`config.mk`:
```
export PLATFORM = sky130hd
export DESIGN_NAME = mem_access_unit
export DESIGN_NICKNAME = d
export VERILOG_FILES = /design/src/rtl/types_pkg.sv /design/src/rtl/load_align.sv /design/src/rtl/mem_access_unit.sv
export SDC_FILE = /design/constraint.sdc
export NUM_CORES = 1
export LEC_CHECK = 0
export BUFFER_PORTS_ARGS = -buffer_cell sky130_fd_sc_hd__buf_2
export CORE_ASPECT_RATIO = 1.1
export CORE_UTILIZATION = 40
export CTS_CLUSTER_SIZE = 8
export DETAILED_ROUTE_END_ITERATION = 8
export PLACE_DENSITY = 0.69
export SLEW_MARGIN = 5
export SYNTH_ARGS = -nofsm -noshare
export SYNTH_HDL_FRONTEND = slang
export SYNTH_SLANG_ARGS = --single-unit
```
`constraint.sdc`:
```
create_clock -name clk -period 3.69 [get_ports clk]
set_clock_uncertainty 0.05 [all_clocks]
set_input_delay 0.1845 -clock clk [delete_from_list [all_inputs] [get_ports clk]]
set_output_delay 0.1845 -clock clk [all_outputs]
set_load 0.005 [all_outputs]
```
`src/rtl/types_pkg.sv`:
```
// Shared types for the memory stage: LSU state encoding, RV32I funct3 codes,
// bus request payload and small size/alignment helpers.
package types_pkg;

  localparam int unsigned WordW = 32;
  localparam int unsigned BeW   = WordW / 8;

  typedef logic [WordW-1:0] word_t;

  typedef enum logic [1:0] {
    IDLE     = 2'd0,
    REQ      = 2'd1,
    WAIT_RSP = 2'd2,
    DONE     = 2'd3
  } lsu_state_e;

  localparam logic [2:0] F3_LB  = 3'b000;
  localparam logic [2:0] F3_LH  = 3'b001;
  localparam logic [2:0] F3_LW  = 3'b010;
  localparam logic [2:0] F3_LBU = 3'b100;
  localparam logic [2:0] F3_LHU = 3'b101;
  localparam logic [2:0] F3_SB  = 3'b000;
  localparam logic [2:0] F3_SH  = 3'b001;
  localparam logic [2:0] F3_SW  = 3'b010;

  localparam logic [1:0] SzByte = 2'd0;
  localparam logic [1:0] SzHalf = 2'd1;
  localparam logic [1:0] SzWord = 2'd2;

  typedef struct packed {
    word_t          addr;
    word_t          wdata;
    logic [BeW-1:0] be;
    logic           we;
    logic [2:0]     funct3;
  } lsu_req_t;

  // Undefined funct3 encodings fall through to a full-word access.
  function automatic logic [1:0] accessSize(input logic [2:0] f3);
    case (f3[1:0])
      F3_SB[1:0]: accessSize = SzByte;
      F3_SH[1:0]: accessSize = SzHalf;
      default:    accessSize = SzWord;
    endcase
  endfunction

  function automatic logic isAligned(input logic [2:0] f3, input logic [1:0] off);
    case (accessSize(f3))
      SzByte:  isAligned = 1'b1;
      SzHalf:  isAligned = ~off[0];
      default: isAligned = (off == 2'b00);
    endcase
  endfunction

  function automatic logic [BeW-1:0] byteEnable(input logic [2:0] f3, input logic [1:0] off);
    case (accessSize(f3))
      SzByte:  byteEnable = BeW'(4'b0001 << off);
      SzHalf:  byteEnable = BeW'(4'b0011 << off);
      default: byteEnable = {BeW{1'b1}};
    endcase
  endfunction

  function automatic word_t storeData(input logic [2:0] f3, input word_t wd);
    case (accessSize(f3))
      SzByte:  storeData = {4{wd[7:0]}};
      SzHalf:  storeData = {2{wd[15:0]}};
      default: storeData = wd;
    endcase
  endfunction

endpackage

```
`src/rtl/load_align.sv`:
```
// Picks the addressed byte/half out of a memory word and sign/zero-extends it.
module load_align
  import types_pkg::*;
(
  input  logic [WordW-1:0] dmem_rdata,
  input  logic [1:0]       offset,
  input  logic [2:0]       funct3,
  output logic [WordW-1:0] dataOut
);

  logic [7:0]  lane8;
  logic [15:0] lane16;

  always_comb begin
    lane8  = 8'(dmem_rdata >> {offset, 3'b000});
    lane16 = offset[1] ? dmem_rdata[31:16] : dmem_rdata[15:0];
    case (funct3)
      F3_LB:   dataOut = {{(WordW-8){lane8[7]}}, lane8};
      F3_LH:   dataOut = {{(WordW-16){lane16[15]}}, lane16};
      F3_LBU:  dataOut = {{(WordW-8){1'b0}}, lane8};
      F3_LHU:  dataOut = {{(WordW-16){1'b0}}, lane16};
      default: dataOut = dmem_rdata;
    endcase
  end

endmodule

```
`src/rtl/mem_access_unit.sv`:
```
// Memory-stage load/store unit: valid/ready data bus master with pipeline stall.
// Optional bus watchdog enabled by defining LSU_TIMEOUT_EN.
module mem_access_unit
  import types_pkg::*;
#(
  parameter int unsigned XLEN           = WordW,
  parameter int unsigned TIMEOUT_CYCLES = 255
) (
  input  logic            clk,
  input  logic            reset,
  input  logic            MemReadM,
  input  logic            MemWriteM,
  input  logic [2:0]      Funct3M,
  input  logic [XLEN-1:0] ALUResultM,
  input  logic [XLEN-1:0] WriteDataM,
  output logic [XLEN-1:0] ReadDataM,
  output logic            StallM,
  output logic            MisalignedM,
  output logic            BusErrorM,
  output logic            dmem_req_valid,
  input  logic            dmem_req_ready,
  output logic            dmem_we,
  output logic [XLEN-1:0] dmem_addr,
  output logic [XLEN-1:0] dmem_wdata,
  output logic [3:0]      dmem_be,
  input  logic            dmem_rsp_valid,
  input  logic [XLEN-1:0] dmem_rdata
);

`ifdef LSU_TIMEOUT_EN
  localparam bit TimeoutEn = 1'b1;
`else
  localparam bit TimeoutEn = 1'b0;
`endif
  localparam int unsigned CntW = (TIMEOUT_CYCLES < 256) ? 8 : $clog2(TIMEOUT_CYCLES + 1);

  lsu_state_e      stateQ, stateNext;
  lsu_req_t        reqQ, reqNew;
  logic            accessM, alignedM, startAccess, abort, timeoutHit;
  logic [CntW-1:0] timeoutCnt;
  word_t           alignedData;

  // Decode the M-stage access into a bus request; both strobes high means store.
  always_comb begin
    accessM  = MemReadM | MemWriteM;
    alignedM = isAligned(Funct3M, ALUResultM[1:0]);
    reqNew   = '{addr:   ALUResultM,
                 wdata:  storeData(Funct3M, WriteDataM),
                 be:     byteEnable(Funct3M, ALUResultM[1:0]),
                 we:     MemWriteM,
                 funct3: Funct3M};
  end

  always_ff @(posedge clk or negedge reset) begin
    if (!reset) stateQ <= IDLE;
    else        stateQ <= stateNext;
  end

  always_comb begin
    stateNext = stateQ;
    case (stateQ)
      IDLE:     if (accessM && alignedM) stateNext = REQ;
      REQ: begin
        if (dmem_req_ready)  stateNext = reqQ.we ? DONE : WAIT_RSP;
        else if (timeoutHit) stateNext = DONE;
      end
      WAIT_RSP: if (dmem_rsp_valid || timeoutHit) stateNext = DONE;
      DONE:     stateNext = IDLE;
      default:  stateNext = IDLE;
    endcase
  end

  // Stall and misalign flags respond in the same cycle the access is presented.
  always_comb begin
    StallM      = 1'b0;
    MisalignedM = 1'b0;
    startAccess = 1'b0;
    abort       = 1'b0;
    case (stateQ)
      IDLE: begin
        startAccess = accessM && alignedM;
        StallM      = startAccess;
        MisalignedM = accessM && !alignedM;
      end
      REQ: begin
        StallM = 1'b1;
        abort  = timeoutHit && !dmem_req_ready;
      end
      WAIT_RSP: begin
        StallM = 1'b1;
        abort  = timeoutHit && !dmem_rsp_valid;
      end
      default: ;
    endcase
    if (!reset) begin
      StallM      = 1'b0;
      MisalignedM = 1'b0;
    end
  end

  // Watchdog restarts from zero whenever a waiting state is (re)entered.
  always_ff @(posedge clk or negedge reset) begin
    if (!reset)
      timeoutCnt <= '0;
    else if ((stateNext != stateQ) || !((stateQ == REQ) || (stateQ == WAIT_RSP)))
      timeoutCnt <= '0;
    else
      timeoutCnt <= timeoutCnt + 1'b1;
  end

  assign timeoutHit = TimeoutEn && (timeoutCnt == CntW'(TIMEOUT_CYCLES));

  load_align u_load_align (
    .dmem_rdata (dmem_rdata),
    .offset     (reqQ.addr[1:0]),
    .funct3     (reqQ.funct3),
    .dataOut    (alignedData)
  );

  always_ff @(posedge clk or negedge reset) begin
    if (!reset) begin
      reqQ           <= '0;
      dmem_req_valid <= 1'b0;
      ReadDataM      <= '0;
      BusErrorM      <= 1'b0;
    end else begin
      if (startAccess) reqQ <= reqNew;
      dmem_req_valid <= (stateNext == REQ);
      BusErrorM      <= abort;
      if ((stateQ == WAIT_RSP) && dmem_rsp_valid) ReadDataM <= alignedData;
      else if (abort)                             ReadDataM <= '0;
    end
  end

  assign dmem_addr  = {reqQ.addr[XLEN-1:2], 2'b00};
  assign dmem_we    = reqQ.we;
  assign dmem_wdata = reqQ.wdata;
  assign dmem_be    = reqQ.be;

endmodule
```
==> After elaboration in Yosys (flattened, before gate mapping) <==
Index checks and enable logic that the tools add are counted.
{ "word_totals": {"ff_bits": 107, "input_bits": 105, "out_inout_bits": 105} }
{ "op_classes": {"n_eq_ne": 9, "shift": 3, "mux": 17, "bitwise": 2, "reduce_logical": 10} }
{ "ops": {"columns": ["op", "n"], "rows": [
  ["$pmux W32 S4", 1],
  ["$pmux W32 S2", 1],
  ["$mux W32", 1],
  ["$shr A32 B5 Y8", 1],
  ["$mux W16", 1],
  ["$eq A2 B1 Y1 const B", 4],
  ["$logic_not A2 Y1", 4],
  ["$pmux W2 S4", 1],
  ["$pmux W4 S2", 1],
  ["$eq A3 B3 Y1 const B", 2],
  ["$mux W2", 3],
  ["$mux W1", 5],
  ["$eq A2 B2 Y1 const B", 2],
  ["$pmux W1 S2", 2],
  ["$pmux W2 S2", 1],
  ["$shl A1 B2 Y4 const A", 1],
  ["$shl A2 B2 Y4 const A", 1],
  ["$eq A3 B1 Y1 const B", 1],
  ["$logic_and A1 B1 Y1", 3],
  ["$logic_not A3 Y1", 1],
  ["$reduce_or A2 Y1", 1],
  ["$logic_not A1 Y1", 1],
  ["$not A1 Y1", 1],
  ["$or A1 B1 Y1", 1]
]} }

==> Logic depth before layout (Yosys ltp) <==
{ "logic_depth": {"ltp_word": 8, "mapped_depth": 8, "depth_no_buf": 6} }

==> By module <==
From an unflattened synthesis, not the netlist that was laid out.
{ "hier_totals": {"cells_unflattened": 532, "area_unflattened_um2": 5973.2} }
{ "by_module_without_submodules": {"columns": ["module", "instances", "cells_per_inst", "area_each_um2", "seq_area_each_um2"], "rows": [
  ["mem_access_unit", 1, 414, 5173.7, 2677.6],
  ["load_align", 1, 118, 799.5, 0.0]
]} }

==> Worst setup path after synthesis <==
Ideal clock, no wire load.
{ "synth_path": {"kind": "register to register", "startpoint": "register stateQ[0]", "endpoint": "register ReadDataM[21]", "t_arrival_ps": 1575, "path_slack_ps": 1940, "stages_incl_launch_ff": 9, "n_path_buf": 2, "period_less_slack_ps": 1750, "cell_sequence": "dfrtp_1 > inv_1 > ha_1 > and2_1 > buf_2 > o41ai_2 > a21oi_4 > buf_6 > a211oi_2"} }
{ "synth_between": {"elab_chain_cells": 2} }
{ "synth_lines": {"columns": ["item", "line", "source"], "rows": [
  ["start: declaration", "mem_access_unit.sv:37", "lsu_state_e stateQ, stateNext;"],
  ["start signal: assignment", "mem_access_unit.sv:56", "else stateQ <= stateNext;"],
  ["$eq A2 B2 Y1", "mem_access_unit.sv:130", "if ((stateQ == WAIT_RSP) && dmem_rsp_valid) ReadDataM <= alignedData;"],
  ["$logic_and A1 B1 Y1", "mem_access_unit.sv:130", null],
  ["end signal: assignment", "mem_access_unit.sv:130", null],
  ["end: declaration", "mem_access_unit.sv:16", "output logic [XLEN-1:0] ReadDataM,"]
]} }
No other way between the ends.
A chain may end at the register's enable or synchronous reset.

==> Final worst setup path <==
{ "layout_path": {"startpoint": "register stateQ[0]", "endpoint": "register ReadDataM[11]"} }
Same word-level chain as after synthesis.

==> results.ini <==
[sta]
timing_max_transition_violations_final = 0
peak_freq_mhz = 387
setup_viol_count_final = 0
hold_viol = 0
setup_repair_after_global_routing_missed_its_margin = false
min_period_ns = 2.58
worst_slew_pin_slew_ns = 0.862
finalCritPeriodShare_pct = 70.0
slew_headroom_pct = 42.5
final.setup.worst_slack_ns = 1.11
totalNegativeSetupSlack_ns = 0

[synthesis]
post_synth_xor_area_fraction_pct = 0.290
ys_seq_area_share_pct = 44.3
synth-compound-area-share_pct = 14.3
synth-seq-cells = 107
post_synth_main_area_contributors = dfrtp_1 44%, buf_4 8.9%, mux2_4 7.9%
yosysWarnings = 0
yosysTopAreaCellShare_pct = 44.3
syn_avg_cell_area_um2 = 10.7
synth_cells = 563
yosys-mux-area-fraction_pct = 17.3
yosys.area_share.adder_pct = 1.03
main_combinational_cell_family_by_area_after_synthesis = multiplexers
synthDominantAreaCellType = dfrtp_1
synth_cell_types = 50
synth_area_mm2 = 0.00605
synth_simple_gate_area_share_pct = 10.3

[detailed_routing]
routed_wire_per_std_cell_um = 16.2
drt_iter0_drc = 204
drtPass1Iterations = 4
vias_per_cell = 5.12
detail_route.drc_violations = 0
totalWireLength_um = 14500
vias = 4563
antenna_violating_nets_remaining = 0

[clocking]
clock_sink_count = 107
total_setup_buffers_inserted_after_cts = 0
clock_latency_ns = 0.35
cts.root.buffer_cell = clkbuf_16
clock_tree.htree_level_count = 3
cts_inserted_buffers = 9
clock_tree_from_tritoncts = built
clkSlewWorstSetupHoldPaths_ns = 0.08
cts.path.max_buffers = 2

[floorplan]
floorplan.initialDensity_pct = 41.4
die_x_um = 119
fp.dieArea_mm2 = 0.0156
ios = 210
fp-row-count = 46
die_y_um = 131
core_area_mm2 = 0.0146

[placed_design]
gp_congestion = 0.857
detailed_place_hpwl_um = 10400
place_area_mm2 = 0.00664
port-buffer-count = 206
dp_slack_ns = 1.12

[worst_setup_path]
critical_path_class = reg2reg
worstPathBufferInverterCount = 2
crit_path_start_kind = flip-flop
critical-path-max-stage-delay_ns = 0.51
crit_path_cell_trace = inv_1 -> ha_1 -> and2_1 -> buf_4 -> nand3b_1 -> o221ai_1 -> nor2_1
worstPathRequired_ns = 3.87
arrival_worst_endpoint_ns = 2.76
crit_fanout = 25
critical_path.slowest_cell = and2_1
cp-startpoint = stateQ[0]$_DFF_PN0_
r2r_start = stateQ[0]$_DFF_PN0_
worst_path_dominant_cell_family = simple AND/OR/NAND/NOR gates
crit_path_end_kind = flip-flop
regToRegSetupSlack_ns = 1.11

[global_routing]
vias_in_the_first_global_route = 4549
grt_start_max_net_pins = 72
grt_antenna_before_repair = 0
global_route.overflow_total = 0
global_route_wire_length_before_repair_um = 22800
grt.total_usage_pct = 18.8

[layout]
n_fill_cell = 1345
finalCoreUtilization_pct = 48.3
drive_gt1_share_pct = 43.8
area.growth.synth_to_final_pct = 16.8
design.final.nets = 804
fin_area_mm2 = 0.00706
antennaDiodeCount = 0

[status]
status = completed

[power_and_ir_drop]
power.leakage_nw = 3.49
worst_ir_drop_vdd_mv = 0.338
p_per_area_mw_per_mm2 = 782

[worst_hold_path]
min-delay-path-class = in2reg
launch_point_of_the_worst_hold_path = ALUResultM[7]

[flow_run]
maxCapViolCount = 0

-- repair_timing --
action / 4_1_cts / 5_1_grt
hold buffers: 13 / 0
gates resized for setup: 0 / 0
endpoints found under the hold margin: 73 / 0
-- through the flow --
step | hold WS, ns | std cells | total power, W
4_1_cts | 0.000245 | 891 | 0.00558
3_3_place_gp | 0.268 | 862 | 0.00449
2_1_floorplan | -0.161 | 565 | 0.00418
3_5_place_dp | 0.283 | 862 | 0.00460
5_1_grt | 0.00789 | 891 | 0.00593
6_report | 0.0130 | 891 | 0.00552
-- worst register-to-register path, cell delays in order, from the launching register on --
cell	delay, ns
dfrtp_1	0.43
inv_1	0.15
ha_1	0.27
and2_1	0.51
buf_4	0.38
nand3b_1	0.31
o221ai_1	0.30
nor2_1	0.07
-- registers in the layout (all words and copies together) (netlist names) --
register        count
dmem_wdata         32
dmem_be             4
dmem_addr          30
dmem_req_valid      1
dmem_we             1
stateQ              2
ReadDataM          32
reqQ                5
-- layer usage --
metal  part of all wire (%)  up-vias  global-route usage [%]
li1                       -     2174                       -
met2                     49      193                    32.6
met4                    1.7        0                    7.82
met5                      0        -                       0
met3                    7.4       15                    3.52
met1                     42     2181                    23.1
-- kinds of logic (layout without fill, tap and decap cells) --
family,after synthesis,count (layout)
other cells,1,3
flops,107,107
xor+xnor,2,2
fa+ha+maj,5,5
mux,86,86
compound gates,124,124
simple gates,130,130
buf+inv,108,242
-- path summary, 6_finish.rpt --
kind,to,cells past startpoint
min in group asynchronous,dmem_wdata[23]$_DFFE_PN0P_,2
max in group asynchronous,reqQ[1]$_DFFE_PN0P_,3
setup reg to reg,ReadDataM[11]$_DFFE_PN0P_,7
hold / removal,dmem_addr[7]$_DFFE_PN0P_,2
hold reg to reg,dmem_wdata[16]$_DFFE_PN0P_,2
setup / recovery,ReadDataM[11]$_DFFE_PN0P_,7
-- cell usage in the layout, fill, tap and decap left out, types with 3 or more instances in the layout --
master / n
a211oi_2: 10
a21oi_1: 35
dlygate4sd3_1: 13
buf_4: 4
o21ai_1: 7
a211oi_1: 9
mux2i_1: 35
nand2_1: 66
nand3b_1: 9
buf_2: 205
nor2_1: 35
dfrtp_1: 106
o221a_2: 8
mux2_2: 19
mux2_4: 32
clkbuf_16: 9
o21ai_0: 30
conb_1: 3
clkinv_4: 3
nor4bb_1: 4
o221ai_1: 7
ha_1: 5
inv_1: 3
and4bb_2: 3
-- synth_stat cells (all sizes together) --
cell type / instances
dfrtp: 107
buf: 91
nand2: 66
mux2: 51
o21ai: 39
a21oi: 37
nor2: 36
mux2i: 35
a211oi: 19
clkbuf: 14
nand3b: 9
o221a: 8
o221ai: 7
ha: 5
nor4bb: 4
and4bb: 3
inv: 3
nand2b: 2
nor2b: 2
nor3: 2
o21bai: 2
o22ai: 2
o31ai: 2
o41ai: 2
xnor2: 2
a221o: 1
a22oi: 1
a311oi: 1
a32oi: 1
and2: 1
and3b: 1
conb: 1
nor3b: 1
nor4: 1
o211ai: 1
o21a: 1
or2: 1
or2b: 1
-- report_power, final --
part | internal [W] | switching (W) | leakage (nW) | total (W)
sequential | 0.00176 | 0.000440 | 1.28 | 0.00220
clock | 0.000490 | 0.000461 | 0.143 | 0.000950
combinational | 0.00127 | 0.00110 | 2.07 | 0.00237
-- cell type report --
class / count / area, µm² / area share, %
Tap cell: 192 / 240 / 3.40
Inverter: 3 / 11.3 / 0.159
Clock buffer: 10 / 239 / 3.38
Timing Repair Buffer: 223 / 1210 / 17.1
Multi-Input combinational cell: 350 / 2630 / 37.3
Sequential cell: 107 / 2680 / 37.9
Clock inverter: 6 / 56.3 / 0.797
No activity file was read; power rests on OpenSTA's default activity.
